**src/rtl/cla_serial_add_ctrl.sv**
```systemverilog
// Wide add/subtract built from one 4-bit carry-lookahead slice reused once per nibble,
// LSB first, with the inter-nibble carry held in a register between cycles.

module cla_serial_add_ctrl_cla4 (
    input  logic [3:0] i_a,
    input  logic [3:0] i_b,
    input  logic       i_c,
    output logic [3:0] o_s,
    output logic       o_c
);
    logic [3:0] w_g;
    logic [3:0] w_p;
    logic [4:0] w_c;

    assign w_g = i_a & i_b;
    assign w_p = i_a ^ i_b;

    // Flat lookahead equations: every carry depends only on g/p and the slice carry-in.
    assign w_c[0] = i_c;
    assign w_c[1] = w_g[0] | (w_p[0] & i_c);
    assign w_c[2] = w_g[1] | (w_p[1] & w_g[0]) | (w_p[1] & w_p[0] & i_c);
    assign w_c[3] = w_g[2] | (w_p[2] & w_g[1]) | (w_p[2] & w_p[1] & w_g[0])
                  | (w_p[2] & w_p[1] & w_p[0] & i_c);
    assign w_c[4] = w_g[3] | (w_p[3] & w_g[2]) | (w_p[3] & w_p[2] & w_g[1])
                  | (w_p[3] & w_p[2] & w_p[1] & w_g[0])
                  | (w_p[3] & w_p[2] & w_p[1] & w_p[0] & i_c);

    assign o_s = w_p ^ w_c[3:0];
    assign o_c = w_c[4];
endmodule

module cla_serial_add_ctrl #(
    parameter int NIBBLES = 4
) (
    input  logic                 clk,
    input  logic                 rst_n,
    input  logic                 in_valid,
    output logic                 in_ready,
    input  logic [4*NIBBLES-1:0] A,
    input  logic [4*NIBBLES-1:0] B,
    input  logic                 Cin,
    input  logic                 sub,
    output logic                 out_valid,
    input  logic                 out_ready,
    output logic [4*NIBBLES-1:0] S,
    output logic                 Cout,
    output logic                 ovf,
    output logic                 busy
);
    localparam int W  = 4 * NIBBLES;
    localparam int IW = (NIBBLES > 1) ? $clog2(NIBBLES) : 1;

    typedef enum logic [1:0] {IDLE, RUN, DONE} state_t;

    state_t         r_state;
    state_t         w_next;
    logic [W-1:0]   r_a;
    logic [W-1:0]   r_b;
    logic [W-1:0]   r_s;
    logic [IW-1:0]  r_idx;
    logic           r_carry;
    logic           r_cout;
    logic           r_ovf;
    logic           w_accept;
    logic           w_last;
    logic [3:0]     w_sum;
    logic           w_cout;

    cla_serial_add_ctrl_cla4 u_cla (
        .i_a (r_a[4*r_idx +: 4]),
        .i_b (r_b[4*r_idx +: 4]),
        .i_c (r_carry),
        .o_s (w_sum),
        .o_c (w_cout)
    );

    assign w_accept  = (r_state == IDLE) && in_valid;
    assign w_last    = (r_idx == IW'(NIBBLES - 1));
    assign in_ready  = (r_state == IDLE);
    assign busy      = (r_state == RUN);
    assign out_valid = (r_state == DONE);
    assign S         = r_s;
    assign Cout      = r_cout;
    assign ovf       = r_ovf;

    always_ff @(posedge clk or negedge rst_n) begin
        if (!rst_n) r_state <= IDLE;
        else        r_state <= w_next;
    end

    always_comb begin
        w_next = r_state;
        case (r_state)
            IDLE:    if (in_valid)  w_next = RUN;
            RUN:     if (w_last)    w_next = DONE;
            DONE:    if (out_ready) w_next = IDLE;
            default:                w_next = IDLE;
        endcase
    end

    always_ff @(posedge clk or negedge rst_n) begin
        if (!rst_n) begin
            r_a     <= '0;
            r_b     <= '0;
            r_s     <= '0;
            r_idx   <= '0;
            r_carry <= 1'b0;
            r_cout  <= 1'b0;
            r_ovf   <= 1'b0;
        end else if (w_accept) begin
            // Subtract is A + ~B + 1, so the inversion and the +1 are folded in here.
            r_a     <= A;
            r_b     <= sub ? ~B : B;
            r_carry <= sub ? 1'b1 : Cin;
            r_idx   <= '0;
            r_s     <= '0;
        end else if (r_state == RUN) begin
            r_s[4*r_idx +: 4] <= w_sum;
            r_carry           <= w_cout;
            if (w_last) begin
                r_cout <= w_cout;
                r_ovf  <= (r_a[W-1] ~^ r_b[W-1]) & (w_sum[3] != r_a[W-1]);
            end else begin
                r_idx <= r_idx + 1'b1;
            end
        end
    end
endmodule

```
**config.mk**
```make
export PLATFORM = sky130hd
export DESIGN_NAME = cla_serial_add_ctrl
export DESIGN_NICKNAME = d
export VERILOG_FILES = /design/src/rtl/cla_serial_add_ctrl.sv
export SDC_FILE = /design/constraint.sdc
export NUM_CORES = 1
export LEC_CHECK = 0
export CORE_MARGIN = 10
export CORE_UTILIZATION = 46
export CTS_CLUSTER_SIZE = 28
export DETAILED_ROUTE_END_ITERATION = 8
export PLACE_DENSITY_LB_ADDON = 0.25
export SLEW_MARGIN = 20
export SYNTH_ARGS = -nofsm -noshare
export SYNTH_HDL_FRONTEND = slang
export SYNTH_SLANG_ARGS = --single-unit
```
**constraint.sdc**
```tcl
create_clock -name clk -period 2.6 [get_ports clk]
set_input_delay 0.52 -clock clk [delete_from_list [all_inputs] [get_ports clk]]
set_output_delay 0.52 -clock clk [all_outputs]
set_load 0.01 [all_outputs]
```
Yosys cells after proc, flatten, opt, wreduce, memory -nomap -nowiden. Cells that the tools add are included.

Input port bits: 38. Logic and storage cells: 75. Register bits after elaboration: 55. Output and inout port bits: 21.

Muxes and demuxes: 14. $add $sub $neg: 2. Reductions and logical operators: 6. Shifts and indexed selects: 4. Eq/ne operators: 8. Bitwise gates (word level): 33.

Operator list (count): $mux W16 (3); $neg A4 Y34 (1); $shift A4 B34 Y16 const A (1); $shiftx A4 B34 Y16 (1); $shiftx A16 B5 Y4 (2); $and A1 B1 Y1 (17); $bwmux W16 (1); $not A16 Y16 (1); $mux W2 (6); $or A1 B1 Y1 (10); $xor A4 B4 Y4 (2); $pmux W2 S3 (1); $reduce_and A3 Y1 (2); $and A4 B4 Y4 (1); $eq A2 B2 Y1 const B (2); $ne A2 B1 Y1 const B (2); $ne A2 B2 Y1 const B (2); $mux W1 (3); $add A2 B1 Y2 const B (1); $eq A2 B1 Y1 const B (1); $logic_not A2 Y1 (1); $reduce_and A2 Y1 (1); $reduce_bool A2 Y1 (1); $logic_and A1 B1 Y1 (1); other kinds (3) (3).

Depth between registers and ports, before layout. Gate-level depths: netlist (run 1).

Word-level depth: 11. Gate-level depth with buffers: 7. Depth with buffers taken out: 6.

Hierarchy. A second synthesis (run 1) with hierarchy kept.

Cell total of the unflattened synthesis: 221. Area total of the unflattened synthesis: 2816.5 µm².

Modules (own cells, without submodules): cla_serial_add_ctrl (instances 1, area an instance 2668.8 µm², cells an instance 204); cla_serial_add_ctrl_cla4 (instances 1, area an instance 147.6 µm², cells an instance 17).

Least setup slack after synthesis (run 1). OpenSTA, ideal clock, no wires.

Kind: register -> register. Start: register r_idx[0]. End: register r_s[11] (netlist: S[11]). Arrival: 2.424 ns. Path buffers: 1. Slack: 0.108 ns. Clock period less this slack: 2.492 ns. Library setup time: 0.068 ns. Data required time: 2.532 ns. Cell stages (with the launch flop): 8. Cells stage by stage: dfrtp_1 buf_2 mux4_2 ha_1 a21o_1 and2_1 nor3_1 a32o_1.

Cells in the longest elaborated chain, start to end: 11.

Ends and longest elaborated chain: start: declaration (line 60) `logic [IW-1:0] r_idx;`; start signal: assignment (line 124) `r_idx <= r_idx + 1'b1;`; $shiftx A16 B5 Y4 (on tied branches) (line 70, 71); $xor A4 B4 Y4 / $and A4 B4 Y4 (equally long branches) (line 16, 15); $and A1 B1 Y1 (on tied branches) (line 22, 23); $or A1 B1 Y1, or another cell as far along (line 22) `assign w_c[3] = w_g[2] | (w_p[2] & w_g[1]) | (w_p[2] & w_p[1] & w_g[0])`; $or A1 B1 Y1 / $and A1 B1 Y1 (equally long branches) (line 22, 23); $or A1 B1 Y1 (line 23) `| (w_p[2] & w_p[1] & w_p[0] & i_c);`; $xor A4 B4 Y4 (line 28) `assign o_s = w_p ^ w_c[3:0];`; $shiftx A4 B34 Y16 (line 118) `r_s[4*r_idx +: 4] <= w_sum;`; $bwmux W16 (*) (line 118); $mux W16 (*) (line 117) `end else if (r_state == RUN) begin`; $mux W16 (*) (line 110) `end else if (w_accept) begin`; end signal: indexed assignment (line 118); end: declaration (line 59) `logic [W-1:0] r_s;`.

Mark *: on every way between the ends. The rest lies on a longest branch, timed or not. The select of a mux whose other input is x is not followed. A chain may end at the register's enable or synchronous reset.

Worst setup path in the final report (run 1).
Start: register r_idx[0]. End: register r_ovf (netlist: ovf).

Cells in the longest elaborated chain, start to end: 9.

Ends and longest elaborated chain: $shiftx A16 B5 Y4 (on tied branches) (line 70, 71); $xor A4 B4 Y4 / $and A4 B4 Y4 (equally long branches) (line 16, 15); $and A1 B1 Y1 (on tied branches) (line 22, 23); $or A1 B1 Y1, or another cell as far along (line 22); $or A1 B1 Y1 / $and A1 B1 Y1 (equally long branches) (line 22, 23); $or A1 B1 Y1 (line 23); $xor A4 B4 Y4 (line 28); $ne A1 B1 Y1 (line 122) `r_ovf <= (r_a[W-1] ~^ r_b[W-1]) & (w_sum[3] != r_a[W-1]);`; $and A1 B1 Y1 (line 122); end signal: assignment (line 122); end: declaration (line 63) `logic r_ovf;`.

Parallel ways exist; a longest one is shown, timed or not.

==> results of run 1 <==
metrics by stage:
stage                     cell area, um^2  total power, mW  hold WS, ps  worst slack [ps]
after floorplan                      2743            3.324        224.4             108.0
after global placement               3428            4.153        464.5             135.4
after detailed placement             3428            4.240        469.8             25.68
after CTS                            3515            4.712        203.0             114.2
after global routing                 3522            5.134        215.1           -0.8862
final                                3522            4.724        178.5             128.3
placed cells by master (no fill, tap or decap), types with 2 or more instances in the layout:
cell type	Yosys	layout
nand2b_1	2	2
buf_4	3	5
clkbuf_8	0	5
o21ai_0	8	8
nand3_1	2	2
clkdlybuf4s50_1	0	57
xnor2_1	19	18
a21oi_1	22	22
a32o_1	6	6
a21o_1	3	3
mux4_2	8	8
a22o_1	6	6
nor2_1	28	28
inv_1	3	3
dfrtp_1	55	55
or3_1	2	2
ha_1	9	9
mux2_2	16	16
clkbuf_1	1	2
nor3_1	3	2
nand2_1	9	9
o31ai_1	2	2
buf_12	0	2
cells by family (layout without fill, tap and decap cells):
family	count (synthesis)	after routing	share of synthesized area, %
and+or+nand+nor	56	56	10.31
DFF	55	55	50.18
AOI/OAI and AO/OA	52	52	12.36
muxes	24	24	13.14
xor gates and xnor gates	20	20	6.387
buffers and inverters	15	77	2.782
adders and majority gates	10	10	4.836
cell usage after synthesis (2+ instances only):
library cell | number | area [um^2]
a21o_1 | 3 | 22.52
a21oi_1 | 22 | 110.1
a22o_1 | 6 | 52.55
a32o_1 | 6 | 60.06
buf_2 | 7 | 35.03
buf_4 | 3 | 22.52
dfrtp_1 | 55 | 1376
ha_1 | 9 | 112.6
inv_1 | 3 | 11.26
mux2_2 | 16 | 180.2
mux4_2 | 8 | 180.2
nand2_1 | 9 | 33.78
nand2b_1 | 2 | 12.51
nand3_1 | 2 | 10.01
nor2_1 | 28 | 105.1
nor3_1 | 3 | 15.01
o21ai_0 | 8 | 40.04
o31ai_1 | 2 | 15.01
or3_1 | 2 | 12.51
xnor2_1 | 19 | 166.4
power by group through the flow:
stage,clock [mW],combinational (mW),sequential (mW)
after floorplan,0,1.88,1.44
after global placement,0,2.65,1.50
after detailed placement,0,2.73,1.51
after CTS,0.459,2.76,1.49
after global routing,0.493,3.10,1.54
final,0.452,2.79,1.48
cell type report:
class | count | area, um^2
multi-input combinational | 162 | 1303
tap | 75 | 93.84
clock inverter | 1 | 5.005
timing repair buffer | 65 | 653.1
fill | 485 | 2328
clock buffer | 7 | 76.32
inverter | 4 | 15.01
sequential | 55 | 1376
path summary, 6_finish.rpt:
path	startpoint	endpoint	slack (ps)
max	r_idx[0]	ovf	130
min	rst_n	r_a[7]	180
max reg2reg	r_idx[0]	ovf	130
min reg2reg	S[0]	S[0]	480
max in group asynchronous	rst_n	r_b[10]	1790
min in group clk	S[0]	S[0]	480
sequential cells by signal, summed over array words and instances, names as in the netlist:
register  cells
S            16
r_a          16
r_b          16
r_idx         2
r_state       2
Cout          1
ovf           1
r_carry       1
what timing repair did:
action	in CTS	in global routing
setup endpoints to repair	1	4
gates resized for setup	1	1
buffers inserted	0	0
routing by layer:
| metal | wire length, um | GRT usage (%) |
|---|---|---|
| met4 | 53 | 2.461 |
| met5 | 0 | 0 |
| met2 | 3005 | 21.76 |
| met3 | 299 | 3.912 |
| met1 | 2665 | 16.17 |
critical path: stages (launching register included):
cell      delay, ps
dfrtp_1         390
buf_12          170
mux4_2          510
ha_1            390
a21o_1          200
and2_1          190
or3_1           360
o211ai_1        180
==> flow_metrics.env, run 1 <==
export IMPL_status="finished clean"
export IMPL_p_switching_mw=1.984
export IMPL_setup_violations=0
export IMPL_cts_tree="yes"
export IMPL_intPower_mw=2.740
export IMPL_grt_max_degree=39
export IMPL_antenna_cells=0
export IMPL_synth_async_reset_ratio_pct=100.0
export IMPL_synth_cell_types=39
export IMPL_power_leakage_nw=1.443
export IMPL_reg2regPathDepth=7
export IMPL_syn_area_per_cell_um2=11.82
export IMPL_tightest_slew_ps=562.7
export IMPL_hold_class="in -> async"
export IMPL_ys_seq_area_share_pct=50.18
export IMPL_numClockSinks=55
export IMPL_fmax_mhz=404.6
export IMPL_drive_gt1_share_pct=15.99
export IMPL_track_usage_pct=12.98
export IMPL_postRouteAntennaNets=0
export IMPL_h_tree_depth=2
export IMPL_clk_latency_ps=300
export IMPL_synth_area_um2=2743
export IMPL_critPathRequiredTime_ps=2820
export IMPL_die_height_um=97.22
export IMPL_rows=28
export IMPL_synth_ff_type="dfrtp_1"
export IMPL_seq_power_share_pct=31.3
export IMPL_clk_pin_slew_ps=90
export IMPL_port_buffers=58
export IMPL_via_per_inst=5.336
export IMPL_dp_hpwl_um=4711
export IMPL_dr_pass1_iters=4
export IMPL_irDropWorstVdd_uv=751.1
export IMPL_period_needed_ps=2472
export IMPL_routedWlPerCell_um=16.33
export IMPL_grt_pass1_vias=2141
export IMPL_finalCritPeriodShare_pct=95.06
export IMPL_clockRootBuffer="clkbuf_8"
export IMPL_first_iter_violations=91
export IMPL_gp_congestion=0.9239
export IMPL_hold_buffers=0
export IMPL_core_area_um2=5851
export IMPL_p_sw_share_pct=41.99
export IMPL_area_growth_synth_to_final_pct=28.42
export IMPL_num_vias=1969
export IMPL_place_inst=361
export IMPL_yosys_warnings=0
export IMPL_netlist_instances=232
export IMPL_grt_pass1_wl_um=10520
export IMPL_nets=341
export IMPL_die_area_um2=9451
export IMPL_post_route_util_pct=60.20
export IMPL_synth_edff_count=0
export IMPL_max_slew_margin_pct=62.44
export IMPL_stdcell_count=369
export IMPL_fin_skew_ps=9.865
export IMPL_tns_ps=0
export IMPL_drt_total_wl_um=6024
export IMPL_numCtsBuffers=5
export IMPL_max_cap_viol_count=0
export IMPL_drc=0
export IMPL_path_max_fanout=15
export IMPL_startpoint_type="flop"
export IMPL_io_pins=59
export IMPL_syn_nets=280
export IMPL_crit_type="reg -> reg"
export IMPL_ys_seq_elements=55
export IMPL_start_util_pct=46.88
export IMPL_combPwrFrac_pct=59.1
export IMPL_final_hold_viol_count=0
export IMPL_arrival_ps=2690
export IMPL_drv_slew=0
export IMPL_clk_path_buf_depth=2
export IMPL_endpoint_kind="flop"
export IMPL_antenna_found_initial=0
export IMPL_die_w_um=97.22
export IMPL_powerDensity_nw_per_um2=1341
export IMPL_grt_overflow_total=0
export IMPL_pwr_share_clk_pct=9.6
(Power assumes the default switching activity.)
==> run 2, diff against run 1 <==
- SLEW_MARGIN: 20 -> 5
==> results of run 2 <==
The final DEF is identical to that of run 1; final timing and power are the same.
